--- src/rtl/iter_alu.sv ---
// Execute-stage ALU for RV32I: single-cycle logic/arith/compare ops,
// iterative one-bit-per-cycle shifts, registered result with a valid pulse.
module iter_alu #(
  parameter int XLEN = 32
) (
  input  logic            clk,
  input  logic            rst_n,
  input  logic            in_valid,
  output logic            in_ready,
  input  logic [3:0]      alu_sel,
  input  logic [XLEN-1:0] op_a,
  input  logic [XLEN-1:0] op_b,
  input  logic            flush,
  output logic            out_valid,
  output logic [XLEN-1:0] result,
  output logic            zero,
  output logic            carry,
  output logic            overflow,
  output logic            sign,
  output logic            illegal,
  output logic            busy
);

  localparam int SHW = $clog2(XLEN);

  typedef enum logic {IDLE, SHIFT} state_t;

  typedef enum logic [3:0] {
    OP_AND   = 4'b0000,
    OP_OR    = 4'b0001,
    OP_ADD   = 4'b0010,
    OP_XOR   = 4'b0011,
    OP_SUB   = 4'b0110,
    OP_PASSB = 4'b1000,
    OP_SLL   = 4'b1001,
    OP_SRL   = 4'b1010,
    OP_SRA   = 4'b1011,
    OP_SLT   = 4'b1100,
    OP_SLTU  = 4'b1101
  } op_t;

  state_t          state;
  logic [XLEN-1:0] work;
  logic [XLEN-1:0] work_nxt;
  logic [SHW-1:0]  cnt;
  logic            sh_left;
  logic            sh_arith;

  logic [SHW-1:0]  shamt;
  logic            is_sub;
  logic [XLEN:0]   sum;
  logic [XLEN-1:0] c_res;
  logic            c_carry;
  logic            c_ovf;
  logic            c_ill;
  logic            c_shift;
  logic            accept;

  assign in_ready = (state != SHIFT);
  assign busy     = ~in_ready;
  assign accept   = in_valid && in_ready && !flush;
  assign shamt    = op_b[SHW-1:0];
  assign is_sub   = (alu_sel == OP_SUB);

  // SUB is a + ~b + 1, so the carry-out directly means "no borrow".
  assign sum = {1'b0, op_a} + {1'b0, (is_sub ? ~op_b : op_b)} + {{XLEN{1'b0}}, is_sub};

  always_comb begin
    c_res   = '0;
    c_carry = 1'b0;
    c_ovf   = 1'b0;
    c_ill   = 1'b0;
    c_shift = 1'b0;
    case (alu_sel)
      OP_ADD: begin
        c_res   = sum[XLEN-1:0];
        c_carry = sum[XLEN];
        c_ovf   = (op_a[XLEN-1] == op_b[XLEN-1]) && (sum[XLEN-1] != op_a[XLEN-1]);
      end
      OP_SUB: begin
        c_res   = sum[XLEN-1:0];
        c_carry = sum[XLEN];
        c_ovf   = (op_a[XLEN-1] != op_b[XLEN-1]) && (sum[XLEN-1] != op_a[XLEN-1]);
      end
      OP_AND:   c_res = op_a & op_b;
      OP_OR:    c_res = op_a | op_b;
      OP_XOR:   c_res = op_a ^ op_b;
      OP_PASSB: c_res = op_b;
      OP_SLT:   c_res = {{(XLEN-1){1'b0}}, ($signed(op_a) < $signed(op_b))};
      OP_SLTU:  c_res = {{(XLEN-1){1'b0}}, (op_a < op_b)};
      // A zero shift amount completes immediately with op_a unchanged.
      OP_SLL, OP_SRL, OP_SRA: begin
        c_res   = op_a;
        c_shift = (shamt != '0);
      end
      default:  c_ill = 1'b1;
    endcase
  end

  always_comb begin
    work_nxt = '0;
    if (sh_left) work_nxt = {work[XLEN-2:0], 1'b0};
    else         work_nxt = {(sh_arith & work[XLEN-1]), work[XLEN-1:1]};
  end

  always_ff @(posedge clk or negedge rst_n) begin
    if (!rst_n) begin
      state     <= IDLE;
      work      <= '0;
      cnt       <= '0;
      sh_left   <= 1'b0;
      sh_arith  <= 1'b0;
      result    <= '0;
      zero      <= 1'b0;
      carry     <= 1'b0;
      overflow  <= 1'b0;
      sign      <= 1'b0;
      illegal   <= 1'b0;
      out_valid <= 1'b0;
    end else begin
      out_valid <= 1'b0;
      case (state)
        IDLE: begin
          if (accept) begin
            if (c_shift) begin
              work     <= op_a;
              cnt      <= shamt;
              sh_left  <= (alu_sel == OP_SLL);
              sh_arith <= (alu_sel == OP_SRA);
              state    <= SHIFT;
            end else begin
              result    <= c_res;
              zero      <= (c_res == '0);
              carry     <= c_carry;
              overflow  <= c_ovf;
              sign      <= c_res[XLEN-1];
              illegal   <= c_ill;
              out_valid <= 1'b1;
            end
          end
        end
        SHIFT: begin
          if (flush) begin
            cnt   <= '0;
            state <= IDLE;
          end else begin
            work <= work_nxt;
            cnt  <= cnt - SHW'(1);
            if (cnt == SHW'(1)) begin
              result    <= work_nxt;
              zero      <= (work_nxt == '0);
              carry     <= 1'b0;
              overflow  <= 1'b0;
              sign      <= work_nxt[XLEN-1];
              illegal   <= 1'b0;
              out_valid <= 1'b1;
              state     <= IDLE;
            end
          end
        end
        default: state <= IDLE;
      endcase
    end
  end

endmodule

--- config.mk ---
export PLATFORM = sky130hd
export DESIGN_NAME = iter_alu
export DESIGN_NICKNAME = d
export VERILOG_FILES = /design/src/rtl/iter_alu.sv
export SDC_FILE = /design/constraint.sdc
export NUM_CORES = 1
export LEC_CHECK = 0
export CELL_PAD_IN_SITES_DETAIL_PLACEMENT = 1
export CELL_PAD_IN_SITES_GLOBAL_PLACEMENT = 1
export CORE_UTILIZATION = 40
export CTS_CLUSTER_SIZE = 12
export DETAILED_ROUTE_END_ITERATION = 10
export PLACE_DENSITY = 0.78
export SLEW_MARGIN = 20
export SYNTH_ARGS = -nofsm -noshare
export SYNTH_HDL_FRONTEND = slang
export SYNTH_SLANG_ARGS = --single-unit
--- constraint.sdc ---
create_clock -name clk -period 5.1 [get_ports clk]
set_input_delay 1.02 -clock clk [delete_from_list [all_inputs] [get_ports clk]]
set_output_delay 1.02 -clock clk [all_outputs]
set_load 0.02 [all_outputs]
==> results of run 1 <==
-- cell families (layout without fill, tap and decap cells) --
group,after synthesis,after routing
AO/OA/AOI/OAI,367,367
multiplexers,39,39
flip-flops,77,77
AND/OR/NAND/NOR,319,319
XOR/XNOR,57,57
buffers and inverters,157,310
adder cells (fa/ha/maj),138,138
-- worst max-delay path: cells and delay by family --
| kind | cells | cell delay [ps] |
|---|---|---|
| AOI/OAI and AO/OA | 7 | 1740 |
| and+or+nand+nor | 3 | 550 |
| muxes | 1 | 300 |
| buffers and inverters | 3 | 890 |
| adders and majority gates | 1 | 420 |
| xor gates and xnor gates | 1 | 160 |
-- cell type report --
class                      instances  area, um^2  share of cell area
multi-input combinational        920        6650               0.585
sequential                        77        1930               0.170
timing repair buffer             203        1800               0.159
tap                              280         350              0.0308
inverter                          91         343              0.0301
clock buffer                      12         246              0.0217
clock inverter                     4        47.5             0.00418
-- through the flow --
stage | instance area, um^2 | power, W | instances | setup WS (ps)
floorplan | 9140 | 0.00165 | 1154 | 281
global placement | 11100 | 0.00223 | 1571 | -18.3
detailed placement | 11100 | 0.00227 | 1571 | -86.7
CTS | 11400 | 0.00293 | 1587 | 249
global route | 11400 | 0.00310 | 1587 | 43.9
finish | 11400 | 0.00293 | 1587 | 267
-- report_power, final --
| part | leakage (nW) | internal [W] | switching, W |
|---|---|---|---|
| clock network | 0.143 | 0.000391 | 0.000253 |
| logic | 4.00 | 0.000597 | 0.000772 |
| registers | 0.962 | 0.000761 | 0.000159 |
| total | 5.11 | 0.00175 | 0.00118 |
-- cells in the final DEF (no fill, tap or decap), types with 7 or more instances in the layout --
| cell | instances |
|---|---|
| a211oi_1 | 7 |
| a21o_1 | 13 |
| a21oi_1 | 86 |
| a221o_1 | 9 |
| a221oi_1 | 16 |
| a222oi_1 | 8 |
| a22oi_1 | 21 |
| a31oi_1 | 10 |
| buf_4 | 92 |
| clkbuf_16 | 9 |
| clkdlybuf4s50_1 | 110 |
| dfrtp_1 | 75 |
| ha_1 | 137 |
| inv_1 | 90 |
| mux2i_1 | 36 |
| nand2_1 | 108 |
| nand2b_1 | 11 |
| nand3_1 | 10 |
| nand4_1 | 15 |
| nor2_1 | 84 |
| nor2b_1 | 12 |
| nor3_1 | 18 |
| nor4_1 | 12 |
| o211ai_1 | 19 |
| o21ai_0 | 96 |
| o21bai_1 | 8 |
| o221ai_1 | 12 |
| o31ai_1 | 10 |
| or3_1 | 7 |
| xnor2_1 | 41 |
| xor2_1 | 16 |
-- layer usage --
metal | vias up | GRT usage | part of all wire
met4 | 0 | 0.102 | 0.025
met2 | 309 | 0.478 | 0.45
met3 | 56 | 0.0295 | 0.053
met5 | - | 0 | 0
met1 | 4754 | 0.443 | 0.47
li1 | 4484 | - | -
-- path summary, 6_finish.rpt --
kind	to	slack [ps]
min in group asynchronous	cnt[2]	700
worst max-delay path	result[30]	270
worst max register to register	zero	1980
max in group asynchronous	result[13]	3860
worst min-delay path	work[31]	480
worst min register to register	work[31]	480
==> flow_metrics.py, run 1 <==
metrics = {
    "floorplanning": {
        "top_level_ports": 112,
        "floorplan.die.width_um": 153,
        "fp-row-count": 54,
        "floorplan.core_area_mm2": 0.0221,
        "initial_utilization": 0.414,
        "fp.dieH_um": 153,
        "die_area_mm2": 0.0235,
    },
    "setup_path": {
        "reg2reg_from": "cnt[1]",
        "worst_setup_path_end_kind": "register",
        "worst_path_largest_cell_delay_ps": 450,
        "required_ps": 5360,
        "timing.critical_path.slowest_stage_cell": "clkdlybuf4s50_1",
        "crit_fanout": 17,
        "worst_reg2reg_path_length_in_cells": 13,
        "startpoint": "alu_sel[0]",
        "critPathKind": "primary input to register",
        "critical_path_arrival_ps": 5100,
        "cp_cell_sequence": "clkdlybuf4s50_1 -> nand4bb_2 -> buf_4 -> xnor2_1 -> ha_1 -> nand4_1 -> a211oi_1 -> nor2_1 -> buf_4 -> o31ai_1 -> a21oi_1 -> o41a_1 -> mux2_2 -> o211a_1 -> a21bo_2 -> a21oi_1",
        "cp-start-kind": "primary input",
    },
    "clocking": {
        "cts.repair.resized": 0,
        "number_of_h_tree_levels": 3,
        "max_buffers_root_to_sink": 2,
        "cts.sink_count": 77,
        "cts_tree": "yes",
        "cts_setup_buffers": 0,
        "cts-hold-fix-buffers": 0,
        "clk_root_buffer_cell": "clkbuf_16",
        "clk_pin_slew_ps": 60,
        "cts_buffers": 9,
        "clock_latency_ps": 340,
    },
    "global_routing": {
        "gr-total-overflow": 0,
        "groute.usage.overall": 0.307,
        "global_route_wire_length_before_repair_um": 56000,
        "maximum_number_of_pins_on_one_net_before_global_route_repair": 78,
        "antenna_found_initial": 0,
        "vias_in_the_first_global_route": 9601,
    },
    "yosys": {
        "synthFlopType": "dfrtp_1",
        "avgSynthCellArea_um2": 7.92,
        "commonest_cells_in_the_netlist": "ha_1, nand2_1, o21ai_0",
        "synthesis.yosys.warnings": 0,
        "asyncSetResetFlopFracSynth": 1.00,
        "synthXorXnorAreaFrac": 0.0546,
        "yosys.area_share.adder": 0.190,
        "post-synth-top-area-cell": "dfrtp_1",
        "postSynthRegisterBits": 77,
        "synthesis.nets": 1364,
        "compound_gate_portion_of_the_synthesized_area": 0.267,
        "syn_area_mm2": 0.00914,
        "yosysSeqAreaShare": 0.211,
        "largest_family_of_logic_cells_by_synthesized_area": "compound AO/OA/AOI/OAI gates",
        "synthesis.instances": 1154,
        "area_share_of_the_largest_cell_type_after_synthesis": 0.211,
        "dominant_cells_by_area_after_synthesis": "dfrtp_1, ha_1, o21ai_0, a21oi_1, nand2_1",
        "synthMostInstantiatedCell": "ha_1",
        "synthDistinctLibCells": 78,
        "post_synth_mux_area_share": 0.0431,
        "yosys.area_share.simple": 0.169,
        "synth-edff-count": 0,
    },
    "timing": {
        "final.setup_skew_ps": 10.2,
        "slew_headroom": 0.338,
        "final_max_slew_viol_count": 0,
        "finalCriticalPeriod_ps": 4830,
        "hold_slack_ps": 484,
        "worst-slew-pin-transition_ps": 994,
        "final_hold_viol_count": 0,
        "finalSetupTns_ps": 0,
        "fin_crit_sh": 0.948,
        "rsz0062_at_grt": "no",
        "setup-violations-final": 0,
        "fmax_mhz": 207,
    },
    "final_layout": {
        "area_added_between_synthesis_and_finish_pct": 24.5,
        "max_reg_flops": 32,
        "fraction_of_layout_instances_using_a_drive_strength_above_1": 0.0995,
        "final_util": 0.515,
        "fin_nets": 1512,
        "largestRegisters": "work x32, result x31, cnt x5",
        "largest_register": "work",
        "n_fill_cell": 2729,
        "num_antenna_cells": 0,
    },
    "placement": {
        "buffer_ports.inserted": 111,
        "hpwlAfterDp_um": 28300,
        "globalplace.congestion": 0.931,
    },
    "worst_hold_path": {
        "timing.hold.worst.start": "work[31]",
        "hold_path.class": "register to register",
        "whs_path_depth": 2,
    },
    "detailed_routing": {
        "wl_per_cell_um": 22.5,
        "detailedRoute.firstIterationViolations": 769,
        "detail_route.wirelength_um": 35800,
        "drtPass1Iterations": 5,
        "routed-via-count": 9603,
        "drc": 0,
        "final_ant_viol_nets": 0,
        "post_drt_via_cell_ratio": 6.05,
    },
    "job": {
        "max-cap-violations": 0,
    },
    "power": {
        "p_leak_nw": 5.11,
        "pwr_density_cell_mw_per_mm2": 258,
        "ir_drop_v": 0.000137,
    },
    "run_status": {
        "result_of_the_run": "complete, no violations",
    },
}
(Power assumes the default switching activity.)
==> run 2: changes to the inputs <==
--- a/config.mk
+++ b/config.mk
@@ -11,7 +11,7 @@
 export CTS_CLUSTER_SIZE = 12
 export DETAILED_ROUTE_END_ITERATION = 10
 export PLACE_DENSITY = 0.78
-export SLEW_MARGIN = 20
+export SKIP_CTS_REPAIR_TIMING = 1
 export SYNTH_ARGS = -nofsm -noshare
 export SYNTH_HDL_FRONTEND = slang
 export SYNTH_SLANG_ARGS = --single-unit
==> run 2 against run 1 <==
  * Clock skew about the same
  * Sequential power about the same
  * Fmax about the same
  * Design area about the same
  * Sequential share of layout area about the same
  * Critical endpoint unchanged
  * Highest routed layer unchanged
==> flow_metrics.py, run 2 (synthesized netlist as in run 1, its figures left out) <==
metrics = {
    "final_layout": {
        "fraction_of_layout_instances_using_a_drive_strength_above_1": 0.0995,
        "num_antenna_cells": 0,
        "finalInstanceArea_mm2": 0.0114,
        "n_fill_cell": 2731,
        "layout.cells.most_common": "ha_1",
        "fin_nets": 1512,
        "area_added_between_synthesis_and_finish_pct": 24.4,
        "max_reg_flops": 32,
        "layout_common_cells": "ha_1, clkdlybuf4s50_1, nand2_1, o21ai_0, buf_4",
        "largestRegisters": "work x32, result x31, cnt x5",
        "largest_register": "work",
    },
    "setup_path": {
        "timing.critical_path.slowest_stage_cell": "clkdlybuf4s50_1",
        "cp-start-kind": "primary input",
        "crit_fanout": 17,
        "cp_cell_sequence": "clkdlybuf4s50_1 -> nand4bb_2 -> buf_4 -> xnor2_1 -> ha_1 -> nand4_1 -> a211oi_1 -> nor2_1 -> buf_4 -> o31ai_1 -> a21oi_1 -> o41a_1 -> mux2_2 -> o211a_1 -> a21bo_2 -> a21oi_1",
        "critical_path_arrival_ps": 5100,
        "critPathKind": "primary input to register",
        "worst_path_largest_cell_delay_ps": 450,
        "worst_setup_path_end_kind": "register",
        "required_ps": 5360,
    },
    "detailed_routing": {
        "wl_per_cell_um": 22.5,
        "post_drt_via_cell_ratio": 6.05,
        "drtPass1Iterations": 5,
        "final_ant_viol_nets": 0,
        "detailedRoute.firstIterationViolations": 769,
        "routed-via-count": 9597,
        "drc": 0,
        "detail_route.wirelength_um": 35800,
    },
    "floorplanning": {
        "initial_utilization": 0.414,
        "floorplan.core_area_mm2": 0.0221,
        "floorplan.die.width_um": 153,
        "top_level_ports": 112,
        "die_area_mm2": 0.0235,
        "fp-row-count": 54,
        "fp.dieH_um": 153,
    },
    "clocking": {
        "number_of_h_tree_levels": 3,
        "clk_pin_slew_ps": 60,
        "cts.sink_count": 77,
        "clock_latency_ps": 340,
        "cts_buffers": 9,
        "clk_root_buffer_cell": "clkbuf_16",
        "max_buffers_root_to_sink": 2,
        "cts_tree": "yes",
    },
    "placement": {
        "hpwlAfterDp_um": 28300,
        "buffer_ports.inserted": 111,
        "placed_area_mm2": 0.0111,
        "globalplace.congestion": 0.931,
    },
    "timing": {
        "finalSetupTns_ps": 0,
        "final_max_slew_viol_count": 0,
        "hold_slack_ps": 484,
        "fin_crit_sh": 0.948,
        "finalCriticalPeriod_ps": 4830,
        "setup-violations-final": 0,
        "final.setup_skew_ps": 10.2,
        "slew_headroom": 0.322,
        "final_hold_viol_count": 0,
        "fmax_mhz": 207,
        "worst-slew-pin-transition_ps": 1020,
        "rsz0062_at_grt": "no",
    },
    "power": {
        "p_leak_nw": 5.11,
        "pwr_density_cell_mw_per_mm2": 258,
        "ir_drop_v": 0.000137,
    },
    "worst_hold_path": {
        "hold_path.class": "register to register",
    },
    "global_routing": {
        "maximum_number_of_pins_on_one_net_before_global_route_repair": 78,
        "global_route_wire_length_before_repair_um": 56000,
        "gr-total-overflow": 0,
        "antenna_found_initial": 0,
        "groute.usage.overall": 0.307,
        "vias_in_the_first_global_route": 9601,
    },
    "job": {
        "max-cap-violations": 0,
    },
    "run_status": {
        "result_of_the_run": "complete, no violations",
    },
}
## run 2: cell type report
cell class              instances  area [um^2]  share of cell area
multi-input cells             920         6650               0.585
repair buffers                203         1800               0.158
well taps                     280          350              0.0308
inverters                      91          343              0.0302
clock buffers                  12          246              0.0217
clock inverters                 4         47.5             0.00418
flip-flops and latches         77         1930               0.170
## run 2: through the flow
step | utilization | total power (W) | setup WS (ps) | cells
after floorplan | - | 0.00165 | 281 | 1154
after global routing | 0.515 | 0.00310 | 43.9 | 1587
after detailed placement | 0.501 | 0.00227 | -86.7 | 1571
after global placement | 0.501 | 0.00223 | -18.3 | 1571
final | 0.515 | 0.00293 | 267 | 1587
after CTS | 0.514 | 0.00293 | 249 | 1587
## run 2: routing by layer
layer / routed length, um / part of all wire / track usage / vias to the layer above
li1: - / - / - / 4483
met1: 17000 / 0.47 / 0.443 / 4756
met2: 16000 / 0.45 / 0.478 / 304
met3: 1870 / 0.052 / 0.0295 / 54
met4: 874 / 0.024 / 0.102 / 0
met5: 0 / 0 / 0 / -
## run 2: final timing paths
kind,startpoint,slack [ps],end,cells after the start
setup reg to reg,cnt[1],1980,zero,13
min in group asynchronous,rst_n,830,cnt[2],1
hold reg to reg,work[31],480,work[31],2
max in group asynchronous,rst_n,3570,result[13],1
hold / removal,work[31],480,work[31],2
setup / recovery,alu_sel[0],270,result[30],16
## run 2: critical path: cells and delay by family
kind                     cells  cell delay [ps]
buffers and inverters        3              890
multiplexers                 1              300
AND/OR/NAND/NOR              3              550
XOR/XNOR                     1              160
adder cells (fa/ha/maj)      1              420
AO/OA/AOI/OAI                7             1740
## run 2: power breakdown
part,leakage (nW),switching [W],total (W),internal [W]
combinational,4.00,0.000772,0.00137,0.000597
sequential,0.962,0.000159,0.000920,0.000761
clock,0.143,0.000254,0.000645,0.000391
total,5.11,0.00118,0.00293,0.00175
